### src/rtl/mem_arb_pkg.sv
// Shared types and constants for the instruction/data memory arbiter.
package mem_arb_pkg;

    typedef enum logic [1:0] {
        IDLE  = 2'b00,
        IBUSY = 2'b01,
        DBUSY = 2'b10
    } arb_state_t;

    localparam logic [1:0] SIZE_WORD = 2'b00;
    localparam logic [1:0] SIZE_HALF = 2'b01;
    localparam logic [1:0] SIZE_BYTE = 2'b10;

    localparam int unsigned DEF_MAX_DSTREAK = 2;
    localparam int unsigned DEF_TIMEOUT     = 255;

    // Bits needed to hold values 0..max_val (at least one bit).
    function automatic int unsigned cnt_width(input int unsigned max_val);
        return (max_val < 2) ? 1 : $clog2(max_val + 1);
    endfunction

endpackage

### src/rtl/mem_arb_wdog.sv
// Busy-cycle watchdog: counts stalled memory cycles and flags when TIMEOUT is reached.
module mem_arb_wdog
    import mem_arb_pkg::*;
#(
    parameter int unsigned TIMEOUT = DEF_TIMEOUT
) (
    input  logic clk,
    input  logic rst_n,
    input  logic i_clear,
    input  logic i_inc,
    output logic o_expired
);

    localparam int unsigned CW = cnt_width(TIMEOUT);

    logic [CW-1:0] r_cnt;

    assign o_expired = (r_cnt == CW'(TIMEOUT));

    // Holds at TIMEOUT once reached so the counter never wraps.
    always_ff @(posedge clk) begin
        if (!rst_n) begin
            r_cnt <= '0;
        end else if (i_clear) begin
            r_cnt <= '0;
        end else if (i_inc && !o_expired) begin
            r_cnt <= r_cnt + CW'(1);
        end
    end

endmodule

### src/rtl/mem_arbiter.sv
// Two-requester (fetch/data) arbiter onto a single memory port with a bounded
// data streak and a watchdog that aborts stalled transactions.
module mem_arbiter
    import mem_arb_pkg::*;
#(
    parameter int unsigned MAX_DSTREAK = DEF_MAX_DSTREAK,
    parameter int unsigned TIMEOUT     = DEF_TIMEOUT
) (
    input  logic        clk,
    input  logic        rst_n,
    input  logic        if_req,
    input  logic [31:0] if_addr,
    output logic [31:0] if_rdata,
    output logic        if_ack,
    input  logic        d_req,
    input  logic        d_we,
    input  logic [1:0]  d_size,
    input  logic [31:0] d_addr,
    input  logic [31:0] d_wdata,
    output logic [31:0] d_rdata,
    output logic        d_ack,
    output logic        mem_req,
    output logic        mem_write,
    output logic [1:0]  mem_size,
    output logic [31:0] mem_addr,
    output logic [31:0] mem_wdata,
    input  logic [31:0] mem_rdata,
    input  logic        mem_ack_n,
    output logic        err
);

    localparam int unsigned SW = cnt_width(MAX_DSTREAK);
    localparam logic [SW-1:0] STREAK_MAX = SW'(MAX_DSTREAK);

    arb_state_t    r_state;
    arb_state_t    w_next;
    logic [SW-1:0] r_dstreak;
    logic [SW-1:0] w_dstreak_next;
    logic [31:0]   r_addr;
    logic [31:0]   r_wdata;
    logic [1:0]    r_size;
    logic          r_we;
    logic          r_err;

    logic w_busy;
    logic w_mem_ack;
    logic w_expired;
    logic w_timeout;
    logic w_done;
    logic w_fetch_wins;
    logic w_grant_i;
    logic w_grant_d;
    logic w_ack_i;
    logic w_ack_d;

    assign w_busy       = (r_state != IDLE);
    assign w_mem_ack    = w_busy && !mem_ack_n;
    // A memory ack in the expiry cycle wins over the abort.
    assign w_timeout    = w_busy && mem_ack_n && w_expired;
    assign w_done       = w_mem_ack || w_timeout;
    assign w_fetch_wins = if_req && (r_dstreak == STREAK_MAX);
    assign w_grant_i    = (r_state == IDLE) && if_req && (!d_req || w_fetch_wins);
    assign w_grant_d    = (r_state == IDLE) && d_req && !w_fetch_wins;

    mem_arb_wdog #(
        .TIMEOUT(TIMEOUT)
    ) u_wdog (
        .clk      (clk),
        .rst_n    (rst_n),
        .i_clear  (w_grant_i || w_grant_d),
        .i_inc    (w_busy && mem_ack_n),
        .o_expired(w_expired)
    );

    always_comb begin
        w_next = r_state;
        unique case (r_state)
            IDLE: begin
                if (w_grant_d) begin
                    w_next = DBUSY;
                end else if (w_grant_i) begin
                    w_next = IBUSY;
                end
            end
            IBUSY, DBUSY: begin
                if (w_done) begin
                    w_next = IDLE;
                end
            end
            default: w_next = IDLE;
        endcase
    end

    always_comb begin
        w_dstreak_next = r_dstreak;
        if (w_grant_i) begin
            w_dstreak_next = '0;
        end else if (w_grant_d) begin
            if (!if_req) begin
                w_dstreak_next = '0;
            end else if (r_dstreak != STREAK_MAX) begin
                w_dstreak_next = r_dstreak + SW'(1);
            end
        end
    end

    always_ff @(posedge clk) begin
        if (!rst_n) begin
            r_state   <= IDLE;
            r_dstreak <= '0;
            r_addr    <= '0;
            r_wdata   <= '0;
            r_size    <= SIZE_WORD;
            r_we      <= 1'b0;
            r_err     <= 1'b0;
        end else begin
            r_state   <= w_next;
            r_dstreak <= w_dstreak_next;
            if (w_grant_d) begin
                r_addr  <= d_addr;
                r_wdata <= d_wdata;
                r_size  <= d_size;
                r_we    <= d_we;
            end else if (w_grant_i) begin
                r_addr  <= if_addr;
                r_wdata <= '0;
                r_size  <= SIZE_WORD;
                r_we    <= 1'b0;
            end
            if (w_timeout) begin
                r_err <= 1'b1;
            end
        end
    end

    // Acks and memory-side outputs are forced low while reset is held.
    assign w_ack_i = rst_n && (r_state == IBUSY) && w_done;
    assign w_ack_d = rst_n && (r_state == DBUSY) && w_done;

    always_comb begin
        mem_req   = 1'b0;
        mem_write = 1'b0;
        mem_size  = SIZE_WORD;
        mem_addr  = '0;
        mem_wdata = '0;
        if_ack    = w_ack_i;
        d_ack     = w_ack_d;
        if_rdata  = '0;
        d_rdata   = '0;
        if (rst_n) begin
            mem_req   = w_busy;
            mem_write = r_we;
            mem_size  = r_size;
            mem_addr  = r_addr;
            mem_wdata = r_wdata;
        end
        if (w_ack_i && w_mem_ack) begin
            if_rdata = mem_rdata;
        end
        if (w_ack_d && w_mem_ack) begin
            d_rdata = mem_rdata;
        end
    end

    assign err = r_err;

endmodule
### config.mk
export PLATFORM = sky130hd
export DESIGN_NAME = mem_arbiter
export DESIGN_NICKNAME = d
export VERILOG_FILES = /design/src/rtl/mem_arb_pkg.sv /design/src/rtl/mem_arb_wdog.sv /design/src/rtl/mem_arbiter.sv
export SDC_FILE = /design/constraint.sdc
export NUM_CORES = 1
export LEC_CHECK = 0
export CORE_MARGIN = 1.5
export CORE_UTILIZATION = 40
export CTS_CLUSTER_SIZE = 28
export DETAILED_ROUTE_END_ITERATION = 12
export GPL_ROUTABILITY_DRIVEN = 0
export PLACE_DENSITY = 0.86
export SLEW_MARGIN = 20
export SYNTH_ARGS = -nofsm -noshare
export SYNTH_HDL_FRONTEND = slang
export SYNTH_SLANG_ARGS = --single-unit
### constraint.sdc
create_clock -name clk -period 4.49 [get_ports clk]
set_clock_uncertainty 0.1 [all_clocks]
set_input_delay 0.898 -clock clk [delete_from_list [all_inputs] [get_ports clk]]
set_output_delay 0.898 -clock clk [all_outputs]
set_load 0.005 [all_outputs]
==> reports/results.txt <==
Grouping stages by cell kind, the critical path spends the most delay in simple AND/OR/NAND/NOR gates. Wires add up to 14,400 µm. For this block, the initial DRC count from the detailed router was 238. Final period demand of the worst path: 3.925 ns. The tools report the number of fill cells as 840. Global routing finished with a remaining overflow of 0.

After floorplanning, the core was sized to cover 0.01042 mm². For the initial antenna violation count, the log shows 0. Summed over all instances, the cell type with the most area after synthesis is dfxtp_1. STA puts the critical path data arrival time at 2.93 ns.

Cells fill 69.29% of the core in the end. In the final layout, the share of cells above drive strength 1 is 7.641%. Using the TritonRoute via totals, the vias-per-cell ratio works out to 5.194.

The uppermost metal layer occupied by signal nets is met4. The total net switching power is 0.8541 mW, and the total count of hold-check failures in the final report is 0. The clock transition time at the flip-flop clock pins of the worst setup and hold paths came out at 0.09 ns.

The total power consumption of the routed design was 2.417 mW; the biggest cell delay along the critical path was 0.77 ns. The later pin in the worst-skew pair is clocked with a latency of 0.35 ns. The leakage dissipation came out at 2.664 nW. The worst path meets setup with 0.5653 ns of slack. Across the VDD grid, the largest voltage drop is 0.0001755 V. The logs give 0 ns for the final-layout setup total negative slack and 38.1% for the power share of the sequential group.

The cell chosen for the clock root was clkbuf_8. The routed layout has 4,581 vias. The library cells used most frequently in the layout, excluding fill and tap cells, are clkdlybuf4s50_1, and2_1, dfxtp_1.

The synthesized design contains 0 enable-type register cells. When the netlist entered floorplanning its net count stood at 642. Prior to clock tree synthesis, the placed netlist has a worst setup slack of 0.5782 ns.

Entering global routing, the biggest net connects 117 pins. Once the clock tree was built, the resizer swapped 0 gates to a different size. The first global-routing pass estimated 22,070 µm of wire. DRC violations left: 0.

The internal power of the cells totals 1.563 mW. In the finished design, the share of the clock period the worst path needs comes to 87.41%. Buffers inserted during clock tree synthesis total 9. The worst-margin pin slew came out at 1.009 ns. The tools report the all-layer global routing usage as 24.10%. The die is 107.1 µm wide. The commonest non-fill, non-tap cell in the layout is clkdlybuf4s50_1. The run finished with clean final reports. The area enclosed by the die boundary came out at 0.01147 mm². The highest-delay cell along the critical path is and3b_1. The setup path with the least slack is of type input port to output pin. In the synthesized netlist the async set-or-reset flop fraction comes to 0%.

The run gives 882 as the total number of nets in the final design. The I/O pin count is 271, and the share of the synthesized area in the top cell type is 36.94%. After synthesis, the cell types taking the most area are dfxtp_1, and2_1, a211oi_2, a22o_1, o21ai_0. For the count of final max-slew check failures, the log shows 0. The Yosys step of the flow raised 0 warnings. Detailed routing placed a total of 7375 µm of wire on met2. Input and output buffers added on the ports amount to 270. Total power density per cell area: 334.9 mW/mm². TritonCTS built the clock tree. Based on the critical path, the design can be clocked at up to 254.8 MHz. STA classifies the critical path startpoint as an input port.

The area overhead of the layout relative to synthesis was 66.46%; the count of hold buffers inserted by post-cts repair was 0. The logs give 44 for the number of library cell types mapped by synthesis and 1037 µm for the length of routed met3 wiring. For the number of buffers on the longest clock path, the log shows 2. The flip-flop and latch count after synthesis was 80.

The post-synthesis instance area came out at 0.004335 mm². The cell that appears most often on the critical path is clkdlybuf4s50_1. Summing all flip-flop and latch instances after layout gives 0.001602 mm². The floorplan row count was 37.

The tool flagged a number of max-cap violations equal to 0. The H-tree was split into 3 levels. In the final routed layout, each cell accounts on average for 16.33 µm. The share of synthesized area occupied by flip-flops and latches came out at 36.94%.

The highest fanout seen on the critical path is 32, and the part of the total power dissipated in combinational logic is 41.5%. Data on the critical path is required at its endpoint by 3.49 ns. Number of routed nets with antenna violations: 0. Leading register cell type out of synthesis: dfxtp_1. The final design area excluding fillers was 0.007217 mm². CTS saw 80 sinks.

Setup repair after global routing left no endpoint under its margin. Counting both buffers and inverters, the worst setup path holds a total of 2. Area of placed instances: 0.007037 mm². The net switching fraction of the power is 35.34%, and the via count of the first global-routing pass is 4,442. The first TritonRoute pass finished after 4 iterations. 0 antenna diodes ended up in the layout. The synthesized area per cell came out at 8.654 µm². The run gives 0.002489 mm² as the area used by multi-input combinational logic.

STA classifies the critical path endpoint as an output pin. In this run the post-CTS setup repair buffer count came out at 0. The signal on the critical path passes through clkdlybuf4s50_1, and3b_1, and2_1, clkdlybuf4s50_1. Measured against its own limit, the worst slew margin works out to 32.74%. The die is 107.1 µm tall. The sum of net half-perimeters after detailed placement was 10,620 µm. The classification of the worst-slack hold path was flip-flop to flip-flop. In the final routing, the length of wire on met1 measures 5524 µm. For this configuration, the core starts out at a cell density of 41.62%. The logs give 20.4% for the proportion of power drawn by the clock network and 501 for the count of mapped cells out of synthesis.

Setup violations remaining at the end of the flow were counted as 0.
==> cells in the mapped netlist (2+ instances only) <==
library cell,n
and2_1,132
dfxtp_1,80
a22o_1,35
o21ai_0,35
clkbuf_1,33
nor3_1,33
nor2_1,32
a211oi_2,30
nand3_1,11
buf_2,8
inv_1,6
buf_6,5
ha_1,5
mux2i_1,5
a211oi_1,4
nand2_1,4
nand3b_1,4
a2111oi_0,3
and3_1,3
and3b_1,3
a21oi_1,2
a31oi_1,2
clkbuf_2,2
nand4_1,2
o21a_1,2
or2b_1,2
==> per-layer routing <==
| layer | up-vias | track usage [%] |
|---|---|---|
| met5 | - | 0 |
| met4 | 0 | 11.81 |
| met3 | 36 | 5.228 |
| met2 | 202 | 43.95 |
| met1 | 2116 | 26.11 |
| li1 | 2227 | - |
==> layout make-up <==
class,count,area share (%)
inverter,7,0.3641
sequential,80,22.19
tap,136,2.358
multi-input combinational,366,34.48
clock inverter,6,0.5895
clock buffer,10,1.907
timing repair buffer,277,38.11
==> metrics by stage <==
stage	hold slack, ns	cells
CTS	0.3758	882
global placement	0.3470	866
finish	0.3762	882
global route	0.3857	882
floorplan	0.3340	501
detailed placement	0.3493	866
==> state kept, by name, summed over array words and instances, names as in the netlist <==
register / count
err: 1
r_size: 2
r_state: 2
r_we: 1
r_dstreak: 2
r_addr: 32
r_wdata: 32
u_wdog.r_cnt: 8
==> power groups by stage <==
stage / sequential, mW / clock (mW) / combinational [mW]
floorplan: 0.909 / 0 / 0.610
global placement: 0.922 / 0 / 0.983
detailed placement: 0.932 / 0 / 1.01
CTS: 0.918 / 0.507 / 1.01
global route: 0.935 / 0.535 / 1.09
finish: 0.920 / 0.492 / 1.00
==> path summary, 6_finish.rpt <==
path	start	to	slack, ns	cells past startpoint
worst max register to register	r_state[1]	r_addr[7]	2.16	5
worst max-delay path	mem_ack_n	d_rdata[22]	0.57	4
worst min-delay path	r_wdata[31]	r_wdata[31]	0.38	1
worst min register to register	r_wdata[31]	r_wdata[31]	0.38	1
==> kinds of logic after synthesis <==
| family | count (synthesis) | share of synthesized area, % |
|---|---|---|
| simple gates | 235 | 31.11 |
| compound gates | 121 | 23.43 |
| flops | 80 | 36.94 |
| buf+inv | 55 | 5.916 |
| mux | 5 | 1.154 |
| fa+ha+maj | 5 | 1.443 |
Note: power is estimated with default switching activity, not from simulation.
